File: config.mk
export PLATFORM = sky130hd
export DESIGN_NAME = mem_miss_ctrl
export DESIGN_NICKNAME = d
export VERILOG_FILES = /design/src/rtl/mem_miss_ctrl_pkg.sv /design/src/rtl/mem_miss_ctrl.sv
export SDC_FILE = /design/constraint.sdc
export NUM_CORES = 1
export LEC_CHECK = 0
export ABC_AREA = 1
export CAP_MARGIN = 40
export CORE_AREA = 2 2 251 253
export DETAILED_ROUTE_END_ITERATION = 16
export DIE_AREA = 0 0 253 255
export GPL_TIMING_DRIVEN = 0
export PLACE_DENSITY_LB_ADDON = 0.1
export SLEW_MARGIN = 10
export SYNTH_ARGS = -nofsm -noshare
export SYNTH_HDL_FRONTEND = slang
export SYNTH_SLANG_ARGS = --single-unit
File: constraint.sdc
create_clock -name clk -period 2.18 [get_ports clk]
set_clock_uncertainty 0.15 [all_clocks]
set_input_delay 0.436 -clock clk [delete_from_list [all_inputs] [get_ports clk]]
set_output_delay 0.436 -clock clk [all_outputs]
set_load 0.01 [all_outputs]
File: src/rtl/mem_miss_ctrl_pkg.sv
// Shared constants and state encoding for the cache miss controller.
// The line geometry here gives the default parameter values used by mem_miss_ctrl.
package mem_miss_ctrl_pkg;

  localparam int LINE_BYTES = 16;
  localparam int LINE_W     = LINE_BYTES * 8;
  localparam int OFFSET_W   = $clog2(LINE_BYTES);

  typedef enum logic [2:0] {
    IDLE,
    WB_REQ,
    RD_REQ,
    RD_WAIT,
    RESP
  } miss_state_t;

endpackage

File: src/rtl/mem_miss_ctrl.sv
// Services one cache miss at a time: optional dirty-victim write-back, line read,
// then hands the fetched line back to the cache over a valid/ready handshake.
module mem_miss_ctrl #(
  parameter int ADDR_WIDTH = 32,
  parameter int LINE_BYTES = mem_miss_ctrl_pkg::LINE_BYTES,
  parameter int TIMEOUT    = 64
) (
  input  logic                    clk,
  input  logic                    rstn,
  input  logic                    miss_req,
  output logic                    miss_ready,
  input  logic [ADDR_WIDTH-1:0]   miss_addr,
  input  logic                    miss_wb,
  input  logic [ADDR_WIDTH-1:0]   miss_wb_addr,
  input  logic [LINE_BYTES*8-1:0] miss_wb_data,
  output logic                    fill_valid,
  input  logic                    fill_ready,
  output logic [ADDR_WIDTH-1:0]   fill_addr,
  output logic [LINE_BYTES*8-1:0] fill_data,
  output logic                    mem_req,
  output logic                    mem_we,
  output logic [ADDR_WIDTH-1:0]   mem_addr,
  output logic [LINE_BYTES*8-1:0] mem_wdata,
  input  logic                    mem_gnt,
  input  logic                    mem_rvalid,
  input  logic [LINE_BYTES*8-1:0] mem_rdata,
  output logic                    err_timeout,
  output logic                    err_unexp
);

  import mem_miss_ctrl_pkg::*;

  localparam int LW     = LINE_BYTES * 8;
  localparam int OFFS   = $clog2(LINE_BYTES);
  localparam int WDOG_W = $clog2(TIMEOUT + 1);

  miss_state_t           state_q, state_d;
  logic [ADDR_WIDTH-1:0] addr_q, addr_d;
  logic [ADDR_WIDTH-1:0] wb_addr_q, wb_addr_d;
  logic [LW-1:0]         wb_data_q, wb_data_d;
  logic [LW-1:0]         data_q, data_d;
  logic [WDOG_W-1:0]     wdog_q, wdog_d;
  logic                  err_timeout_q, err_timeout_d;
  logic                  err_unexp_q, err_unexp_d;

  always_comb begin
    // NOTE: every variable gets a default first so no path through the case infers a latch.
    state_d       = state_q;
    addr_d        = addr_q;
    wb_addr_d     = wb_addr_q;
    wb_data_d     = wb_data_q;
    data_d        = data_q;
    wdog_d        = wdog_q;
    err_timeout_d = err_timeout_q;
    err_unexp_d   = err_unexp_q;

    // A response is only legal while a read is outstanding; anything else is flagged and dropped.
    if (mem_rvalid && state_q != RD_WAIT) begin
      err_unexp_d = 1'b1;
    end

    case (state_q)
      IDLE: begin
        if (miss_req) begin
          addr_d    = {miss_addr[ADDR_WIDTH-1:OFFS], {OFFS{1'b0}}};
          wb_addr_d = {miss_wb_addr[ADDR_WIDTH-1:OFFS], {OFFS{1'b0}}};
          wb_data_d = miss_wb_data;
          state_d   = miss_wb ? WB_REQ : RD_REQ;
        end
      end
      WB_REQ: begin
        // Writes have no acknowledge; in-order memory makes the following read see this data.
        if (mem_gnt) begin
          state_d = RD_REQ;
        end
      end
      RD_REQ: begin
        if (mem_gnt) begin
          wdog_d  = '0;
          state_d = RD_WAIT;
        end
      end
      RD_WAIT: begin
        wdog_d = wdog_q + 1'b1;
        if (mem_rvalid) begin
          data_d  = mem_rdata;
          state_d = RESP;
        end else if (wdog_d == WDOG_W'(TIMEOUT)) begin
          err_timeout_d = 1'b1;
          state_d       = IDLE;
        end
      end
      RESP: begin
        if (fill_ready) begin
          state_d = IDLE;
        end
      end
      default: state_d = IDLE;
    endcase
  end

  // NOTE: sequential state uses non-blocking assignments so every flop samples pre-edge values.
  always_ff @(posedge clk or negedge rstn) begin
    if (!rstn) begin
      state_q       <= IDLE;
      addr_q        <= '0;
      wb_addr_q     <= '0;
      wb_data_q     <= '0;
      data_q        <= '0;
      wdog_q        <= '0;
      err_timeout_q <= 1'b0;
      err_unexp_q   <= 1'b0;
    end else begin
      state_q       <= state_d;
      addr_q        <= addr_d;
      wb_addr_q     <= wb_addr_d;
      wb_data_q     <= wb_data_d;
      data_q        <= data_d;
      wdog_q        <= wdog_d;
      err_timeout_q <= err_timeout_d;
      err_unexp_q   <= err_unexp_d;
    end
  end

  // Memory-side outputs decode registered state only, so they stay stable until granted.
  assign miss_ready  = (state_q == IDLE);
  assign mem_req     = (state_q == WB_REQ) || (state_q == RD_REQ);
  assign mem_we      = (state_q == WB_REQ);
  assign mem_addr    = (state_q == WB_REQ) ? wb_addr_q : addr_q;
  assign mem_wdata   = wb_data_q;
  assign fill_valid  = (state_q == RESP);
  assign fill_addr   = addr_q;
  assign fill_data   = data_q;
  assign err_timeout = err_timeout_q;
  assign err_unexp   = err_unexp_q;

endmodule
Word-level counts from Yosys, hierarchy flattened
Cells that the tools add are included.
{ "word_totals": {"input_bits": 327, "elab_cells": 41, "register_bits": 324, "output_inout_bits": 326} }
{ "op_classes": {"n_addsub": 1, "reduce_logical": 9, "bitwise": 1, "muxes": 11, "n_eq_ne": 11} }
{ "op_table": {"columns": ["operator", "n"], "rows": [
  ["$mux W32", 1],
  ["$mux W3", 6],
  ["$pmux W3 S5", 1],
  ["$pmux W7 S2", 1],
  ["$add A7 B1 Y7 const B", 1],
  ["$eq A7 B7 Y1 const B", 1],
  ["$mux W7", 1],
  ["$eq A3 B2 Y1 const B", 2],
  ["$reduce_and A2 Y1", 3],
  ["$reduce_and A5 Y1", 1],
  ["$ne A2 B1 Y1 const B", 2],
  ["$ne A2 B2 Y1 const B", 2],
  ["$eq A3 B1 Y1 const B", 1],
  ["$eq A3 B3 Y1 const B", 1],
  ["$logic_not A3 Y1", 1],
  ["$ne A3 B2 Y1 const B", 1],
  ["$ne A3 B3 Y1 const B", 1],
  ["$reduce_and A3 Y1", 1],
  ["$mux W2", 1],
  ["$reduce_bool A2 Y1", 1],
  ["$logic_and A1 B1 Y1", 1],
  ["$logic_or A1 B1 Y1", 1],
  ["$not A1 Y1", 1]
]} }

Depth between registers and ports, before layout
Gate-level depths: netlist (run 1).
{ "depth": {"word_depth": 5, "mapped_depth": 12, "mapped_depth_nobuf": 12} }

Worst setup path before layout (run 1)
No wires, ideal clock.
{ "synth_timing": {"path_kind": "register -> output", "start": "register state_q[0]", "end": "output mem_addr[11]", "path_stages_with_launch": 7, "arrival_time_ns": 1.234, "required_ns": 1.594, "slack_ns": 0.360, "path_buffers": 3, "path_cell_list": "dfrtp_1 > buf_4 > nand3_1 > clkbuf_1 > buf_2 > nand2_1 > nand2_1"} }
{ "synth_via": {"elab_chain_cells": 2} }
{ "synth_lines": {"columns": ["element", "line", "rtl"], "rows": [
  ["from (decl)", "mem_miss_ctrl.sv:37", "miss_state_t state_q, state_d;"],
  ["from (signal assigned)", "mem_miss_ctrl.sv:114", "state_q <= state_d;"],
  ["$eq A3 B1 Y1", "mem_miss_ctrl.sv:129", "assign mem_addr = (state_q == WB_REQ) ? wb_addr_q : addr_q;"],
  ["$mux W32", "mem_miss_ctrl.sv:129", null],
  ["to (decl)", "mem_miss_ctrl.sv:22", "output logic [ADDR_WIDTH-1:0] mem_addr,"]
]} }
No other way between the ends.

Worst setup path in the final report (run 1)
{ "layout_timing": {"start": "register state_q[1]", "end": "output mem_addr[30]"} }
The elaborated chain is that of the path after synthesis.

==> results of run 1 <==
==> cells in the mapped netlist <==
master / count
dfrtp_1: 324
mux2_4: 269
nand2_1: 108
mux2_2: 43
buf_6: 31
inv_1: 19
buf_4: 9
nand3_1: 9
nor2_1: 7
o21ai_0: 6
buf_2: 5
clkbuf_1: 4
nand2_2: 3
a211oi_1: 2
a21o_1: 1
a21oi_1: 1
a31o_2: 1
conb_1: 1
ha_1: 1
nor2_4: 1
nor3_1: 1
nor3_4: 1
o211ai_1: 1
o21bai_1: 1
o22ai_1: 1
o32ai_1: 1
xor2_1: 1
==> logic make-up (layout without fill, tap and decap cells) <==
logic type | count (synthesis) | after routing | share of synthesized area (%)
DFF | 324 | 324 | 58.72
and+or+nand+nor | 130 | 130 | 3.824
xor gates and xnor gates | 1 | 1 | 0.06344
muxes | 312 | 312 | 32.76
other | 1 | 12 | 0.02716
AOI/OAI and AO/OA | 15 | 15 | 0.6978
buffers and inverters | 68 | 797 | 3.824
adders and majority gates | 1 | 1 | 0.09060
==> where the power goes <==
part	total, mW	switching, mW	internal, mW
Combinational	18.0	6.71	11.3
Clock	6.78	2.76	4.02
Sequential	10.9	1.83	9.08
Total	35.7	11.3	24.4
==> timing repair <==
item,CTS,global route
hold endpoints to repair,91,0
gates resized for setup,214,85
cloned,1,2
setup endpoints to repair,45,119
buffers inserted,9,0
pin swaps,6,19
hold buffers,1,0
==> state kept, by name, indices dropped and copies added (netlist names) <==
signal       cells
err_unexp        1
mem_wdata      128
wb_addr_q       28
fill_addr       28
wdog_q           7
err_timeout      1
fill_data      128
state_q          3
==> worst paths after layout <==
kind | to | slack [ns] | cells after the start
setup / recovery | mem_addr[30] | -0.19 | 7
hold / removal | mem_wdata[28] | 0.24 | 2
setup reg to reg | fill_addr[18] | 0.13 | 8
hold reg to reg | err_unexp | 0.31 | 1
max in group asynchronous | mem_wdata[52] | 0.31 | 4
min in group clk | err_unexp | 0.31 | 1
==> through the flow <==
stage	worst slack, ns	TNS (ns)	hold WS [ns]	cells
floorplan	0.3595	0	-0.009591	859
global placement	-15.44	-5014.65	0.2996	2294
detailed placement	-0.8544	-30.07	0.3030	2297
CTS	-0.2364	-5.717	0.2927	2385
global route	-0.2903	-7.096	0.2943	2388
finish	-0.1902	-4.095	0.2418	2391
==> critical path, cell delays in order, from the launching register on <==
cell and delay [ns]:
dfrtp_2 0.41, inv_2 0.08, nand3_4 0.12, clkbuf_16 0.21, clkbuf_16 0.17, nand2_2 0.05, nand2_1 0.05, buf_2 0.14
==> layer usage <==
layer | wire length [um] | vias to the layer above | GRT usage [%]
li1 | - | 4303 | -
met1 | 18810 | 4677 | 16.59
met2 | 24750 | 336 | 24.86
met3 | 4686 | 80 | 6.478
met4 | 1001 | 16 | 3.973
met5 | 110 | - | 0
==> area by class of cell <==
type                       instances  area (sq um)
antenna                            4         10.01
buffer                            49         565.5
clock buffer                      67          1279
clock inverter                    10         56.30
fill                            6042         39030
inverter                          19         73.82
multi-input combinational        467          5380
sequential                       324          8113
tap                              799         999.7
timing repair buffer             652          6651
==> metrics.cfg, run 1 <==
[status]
status = finished with violations
violations = setup timing

[grt]
grt-ovfl-total = 0
groute.usage.overall_pct = 14.59
grt_max_degree = 93
antenna_found_initial = 12
grt_pass1_wl_mm = 69.41
grt_pass1_vias = 9856

[detailed_routing]
finalWirelength_mm = 49.36
route.vias.total = 9412
drc = 0
drt-pass1-iter-count = 4
wl_per_cell_um = 20.64
viasPerCell = 3.936
first_iter_violations = 287
final_antenna_net_count = 0

[sta]
worst_slack_ns = -0.1902
max_freq_ghz = 0.4219
hold_violations = 0
maxSlewHeadroom_pct = 59.89
fin_crit_sh_pct = 108.7
setup_violations = 29
rsz0062_at_grt = yes
tightest_slew_ns = 0.6017
post-route-min-period_ns = 2.370
drv_slew = 0

[die]
die_x_um = 253
die_height_um = 255
initial_utilization_pct = 22.21
die-area_sq_um = 64520
rows = 92
core_sq_um = 62160
ios = 653

[finish]
drive_above_1_share_pct = 33.94
finish.utilization_pct = 37.21
layout_common_cells = 582 x clkdlybuf4s50_1, 320 x dfrtp_1, 269 x mux2_4
mostFrequentLayoutCell = clkdlybuf4s50_1
area_growth_pct = 67.50
stdcell_area_sq_um = 23130
nNetsFinal = 1884

[cts]
clockBufferDepth = 3
cts_tree = yes
clk_latency_ns = 0.55
htreeDepth = 2
cts.clk_slew.worst_paths_ns = 0.06
root_buffer = clkbuf_16
cts_made_buffers = 43
clock-sinks = 324

[critical_path]
critical_path_class = register to output port
crit_path_end_kind = output port
cp.arrival_ns = 1.78
startpoint_type = register
crit_path_max_fanout = 7
crit_required_ns = 1.59
rr_startpoint = state_q[0]
crit_start = state_q[1]

[yosys]
netlist_instances = 852
yosys-top-cells-area = dfrtp_1 59%, mux2_4 29%, mux2_2 3.5%
yosysUniqueCellTypes = 27
synth_top_cell_by_area = dfrtp_1
synth_top_area_share_pct = 58.72
synth_warnings = 0
synth-seq-cells = 324
avgSynthCellArea_sq_um = 16.21
syn_area_sq_um = 13810
synth-seq-area-share_pct = 58.72

[run]
drv_cap = 0

[power]
power.density_nw_per_um2 = 1544
peakVddDrop_mv = 0.5780
total_power_mw = 35.70
p_leak_nw = 10.79

[placement]
dpl_cell_area_sq_um = 21290
place_congestion = 0.7250
dp_hpwl_mm = 37.35
io_buffers = 636

[worst_hold_path]
worstHoldPathType = input pin to asynchronous set/reset pin

Note: power is estimated with default switching activity, not from simulation.
==> inputs of run 2 (changes only) <==
--- a/config.mk
+++ b/config.mk
@@ -16,3 +16,4 @@
 export SYNTH_ARGS = -nofsm -noshare
 export SYNTH_HDL_FRONTEND = slang
 export SYNTH_SLANG_ARGS = --single-unit
+export TNS_END_PERCENT = 100
==> constraint.sdc (replaced) <==
create_clock -name clk -period 2 [get_ports clk]
set_clock_uncertainty 0.15 [all_clocks]
set_input_delay 0.4 -clock clk [delete_from_list [all_inputs] [get_ports clk]]
set_output_delay 0.4 -clock clk [all_outputs]
set_load 0.01 [all_outputs]
==> run 2 against run 1 <==
  * Final area rose by 1.7%
  * Routed wire length rose by 3.5%
  * Non-clock buffer count rose by 26
  * Cell count rose by 1.1%
  * Critical endpoint unchanged
  * Clock-buffer cell count did not move
  * The run ends with hold timing, setup timing left
  * First-iteration DRC count rose by 7.0%
==> metrics.cfg, run 2 (same netlist as run 1, synthesis figures left out) <==
[grt]
grt-ovfl-total = 0
grt_max_degree = 93
antenna_found_initial = 12
grt_pass1_wl_mm = 69.56
groute.usage.overall_pct = 14.63
grt_pass1_vias = 9861

[critical_path]
crit_buf_inv = 4
crit_family = buffers and inverters
worst-r2r-cell-count = 8
rr_endpoint = mem_wdata[0]
critical_path_class = register to output port
crit_path_max_fanout = 7
r2r_setup_slack_ns = -0.05
startpoint_type = register
crit_required_ns = 1.45
crit_path_end_kind = output port
crit_slowest_cell = dfrtp_2
cp.arrival_ns = 1.78
cp_slowest_stage_delay_ns = 0.41
rr_startpoint = state_q[0]
cp_common_cell = clkbuf_16
path_cells = inv_2 > nand3_4 > clkbuf_16 > clkbuf_16 > nand2_2 > nand2_1 > buf_2

[detailed_routing]
viasPerCell = 3.951
finalWirelength_mm = 51.10
drc = 0
route.vias.total = 9549
final_antenna_net_count = 0
wl_per_cell_um = 21.14
first_iter_violations = 307
drt-pass1-iter-count = 4

[sta]
maxSlewHeadroom_pct = 47.30
worst_hold_slack_ns = -0.3168
post-route-min-period_ns = 2.333
setup-tns-final_ns = -10.60
drv_slew = 0
rsz0062_at_grt = yes
tightest_slew_ns = 0.7904
max_freq_ghz = 0.4287
fin_crit_sh_pct = 116.6
worst_slack_ns = -0.3329
hold_violations = 91
setup_violations = 135

[cts]
clock-sinks = 324
cts.clk_slew.worst_paths_ns = 0.06
clk_latency_ns = 0.55
root_buffer = clkbuf_16
clockBufferDepth = 3
cts_tree = yes
cts_made_buffers = 43
htreeDepth = 2

[power]
peakVddDrop_mv = 0.5685
power.density_nw_per_um2 = 1618
total_power_mw = 38.05
p_leak_nw = 11.54

[finish]
layout.cells.non_filler = 2417
mostFrequentLayoutCell = dfrtp_1
area_growth_pct = 70.32
nNetsFinal = 1910
layout_common_cells = 320 x dfrtp_1, 317 x clkdlybuf4s50_1, 286 x dlygate4sd2_1
finish.utilization_pct = 37.83
drive_above_1_share_pct = 35.13

[placement]
io_buffers = 636
dpl.cell_count = 2297
dp_hpwl_mm = 37.35
place_congestion = 0.7250

[die]
ios = 653
initial_utilization_pct = 22.21
core_sq_um = 62160
die_height_um = 255
rows = 92
die-area_sq_um = 64520
die_x_um = 253

[status]
status = finished with violations
violations = hold timing, setup timing

[worst_hold_path]
worstHoldPathType = input pin to asynchronous set/reset pin

[run]
drv_cap = 0

run 2: worst max path at each step:
stage	from	to	slack, ns	depth (start not counted)
after floorplan	state_q[0]	mem_addr[11]	0.22	6
after global placement	rstn	mem_wdata[58]	-15.58	1
after detailed placement	state_q[1]	mem_addr[14]	-1.0	7
after CTS	state_q[2]	mem_addr[14]	-0.38	7
after global routing	state_q[1]	mem_addr[30]	-0.43	7
final	state_q[1]	mem_addr[30]	-0.33	7
run 2: per-layer routing:
layer / wire length (um) / track usage (%) / vias up
li1: - / - / 4379
met1: 19440 / 16.61 / 4719
met2: 25710 / 24.98 / 351
met3: 4783 / 6.448 / 84
met4: 1058 / 3.973 / 16
met5: 110 / 0 / -
run 2: final cells by class:
cell class                 count  area [sq um]
antenna                        4         10.01
buffer                        49         739.5
clock buffer                  67          1279
clock inverter                10         56.30
fill                        6092         38640
inverter                      19         73.82
multi-input combinational    467          5406
sequential                   324          8113
tap                          799         999.7
timing repair buffer         678          6840
run 2: power by group:
group          total, mW  switching [mW]  internal (mW)
sequential          11.8            1.90           9.90
clock               7.38            3.00           4.38
combinational       18.9            7.62           11.2
run 2: per-stage QoR:
stage / setup WS, ns / cell area [sq um] / hold slack, ns
floorplan: 0.2155 / 13830 / -0.04559
global placement: -15.58 / 21200 / 0.2996
detailed placement: -0.9984 / 21290 / 0.3030
CTS: -0.3804 / 22470 / -0.2883
global route: -0.4341 / 23510 / -0.2706
finish: -0.3329 / 23520 / -0.3168
run 2: worst reg2reg max path, stage by stage, from the launching register on:
cell,delay [ns]
dfrtp_1,0.37
buf_6,0.13
buf_8,0.13
nor3_4,0.21
buf_6,0.15
nand2_8,0.11
clkbuf_16,0.23
clkbuf_16,0.18
mux2_4,0.29
run 2: timing repair:
item | in CTS | in global routing
hold endpoints to repair | 91 | 91
cloned | 1 | 23
resized for setup | 493 | 123
endpoints found under the setup margin | 358 | 301
pin swaps | 7 | 21
buffers inserted | 9 | 7
==> inputs of run 3 (changes only) <==
--- a/config.mk
+++ b/config.mk
@@ -8,6 +8,7 @@
 export ABC_AREA = 1
 export CAP_MARGIN = 40
 export CORE_AREA = 2 2 251 253
+export CTS_BUF_LIST = sky130_fd_sc_hd__clkbuf_16
 export DETAILED_ROUTE_END_ITERATION = 16
 export DIE_AREA = 0 0 253 255
 export GPL_TIMING_DRIVEN = 0
==> run 3 against run 2 <==
  * The flow still finishes with violations (hold timing, setup timing)
  * Largest cell class unchanged
  * Maximum frequency barely moved
  * Highest routed layer unchanged
  * Sequential power barely moved
  * Global-route usage barely moved
  * Largest power group unchanged
==> metrics.cfg, run 3 (same netlist as run 1, synthesis figures left out) <==
[placement]
dpl.cell_count = 2297
io_buffers = 636
dpl_cell_area_sq_um = 21290
dp_hpwl_mm = 37.35
post-place-ws_ns = -0.9984
place_congestion = 0.7250

[cts]
root_buffer = clkbuf_16
cts.clk_slew.worst_paths_ns = 0.06
cts_made_buffers = 43
clk_latency_ns = 0.55
htreeDepth = 2
clock-sinks = 324
cts_tree = yes
clockBufferDepth = 3

[sta]
drv_slew = 0
tightest_slew_ns = 0.7894
maxSlewHeadroom_pct = 47.37
worst_hold_slack_ns = -0.3180
post-route-min-period_ns = 2.333
max_freq_ghz = 0.4286
rsz0062_at_grt = yes
setup_violations = 155
fin_crit_sh_pct = 116.7
setup-tns-final_ns = -11.39
worst_slack_ns = -0.3332
hold_violations = 91

[grt]
antenna_found_initial = 12
groute.usage.overall_pct = 14.63
grt-ovfl-total = 0
grt_pass1_wl_mm = 69.53
grt_max_degree = 93
grt_pass1_vias = 9855

[power]
total_power_mw = 37.68
p_leak_nw = 11.56
comb_power_share_pct = 50.1
peakVddDrop_mv = 0.5691
swShare_pct = 33.18
p_sw_mw = 12.50
internal_power_mw = 25.18
clockPowerShare_pct = 18.6
power.density_nw_per_um2 = 1607
p_seq_share_pct = 31.3

[die]
die_height_um = 255
die_x_um = 253
ios = 653
core_sq_um = 62160
initial_utilization_pct = 22.21
die-area_sq_um = 64520
rows = 92

[critical_path]
crit_end = mem_addr[30]
crit_path_end_kind = output port
rr_endpoint = mem_wdata[4]
crit_required_ns = 1.45
rr_startpoint = state_q[0]
cp.arrival_ns = 1.78
crit_path_max_fanout = 7
worst-r2r-cell-count = 8
critical_path_class = register to output port
startpoint_type = register
crit_start = state_q[1]
r2r_setup_slack_ns = -0.06

[finish]
stdcell_area_sq_um = 23450
multi_input_area_sq_um = 5406
layout_common_cells = 320 x dfrtp_1, 317 x clkdlybuf4s50_1, 286 x dlygate4sd2_1
drive_above_1_share_pct = 34.70
area_growth_pct = 69.82
seq_area_sq_um = 8113
layout.cells.non_filler = 2416
nNetsFinal = 1910
mostFrequentLayoutCell = dfrtp_1
n_fill_cell = 6100

[status]
status = finished with violations
violations = hold timing, setup timing

[detailed_routing]
drc = 0
final_antenna_net_count = 0
viasPerCell = 3.964
first_iter_violations = 325
wl_per_cell_um = 21.14
finalWirelength_mm = 51.07
drt-pass1-iter-count = 4
route.vias.total = 9576

[worst_hold_path]
worstHoldPathType = input pin to asynchronous set/reset pin

[run]
drv_cap = 0

## run 3: critical path, cell delays in order (launching register included)
cell and delay [ns]:
dfrtp_2 0.41, inv_2 0.08, nand3_4 0.12, clkbuf_16 0.21, clkbuf_16 0.17, nand2_2 0.05, nand2_1 0.05, buf_2 0.14
## run 3: layout make-up
type / count / area share [%]
antenna: 3 / 0.03202
inverter: 19 / 0.3148
clock buffer: 45 / 4.802
buffer: 49 / 3.170
clock inverter: 32 / 0.5923
timing repair buffer: 678 / 29.17
multi-input combinational: 467 / 23.06
tap: 799 / 4.263
sequential: 324 / 34.60
## run 3: metal layers
layer  GRT usage (%)  wire length, um  up-vias
met5               0              120        -
met4           3.855             1013       16
met3           6.438             4806       82
met2           25.04            25750      352
met1           16.62            19370     4746
li1                -                -     4380
## run 3: per-stage QoR
step | utilization (%) | hold WS [ns]
floorplan | - | -0.04559
global placement | 34.11 | 0.2996
detailed placement | 34.25 | 0.3030
CTS | 36.04 | -0.2890
global route | 37.72 | -0.2709
finish | 37.72 | -0.3180
## run 3: power groups by stage
| stage | combinational, mW | sequential, mW | clock [mW] |
|---|---|---|---|
| global route | 20.1 | 12.3 | 7.62 |
| global placement | 19.1 | 11.9 | 0 |
| CTS | 17.4 | 11.8 | 7.37 |
| finish | 18.9 | 11.8 | 7.03 |
| floorplan | 7.78 | 13.1 | 0 |
| detailed placement | 19.1 | 11.9 | 0 |
## run 3: what timing repair did
item                                    CTS  global route
pin swaps                                 7            21
setup buffers                             9             7
hold endpoints to repair                 91            91
endpoints found under the setup margin  360           301
resized for setup                       494           123
gates cloned                              1            23
## run 3: worst min path at each step
stage                         start             to  slack, ns  depth (start not counted)
after detailed placement  err_unexp      err_unexp       0.30                          1
after global placement    err_unexp      err_unexp       0.30                          1
final                          rstn  mem_wdata[28]      -0.32                          1
after global routing           rstn  mem_wdata[33]      -0.27                          1
after floorplan                rstn    err_timeout      -0.05                          0
after CTS                      rstn  mem_wdata[28]      -0.29                          1
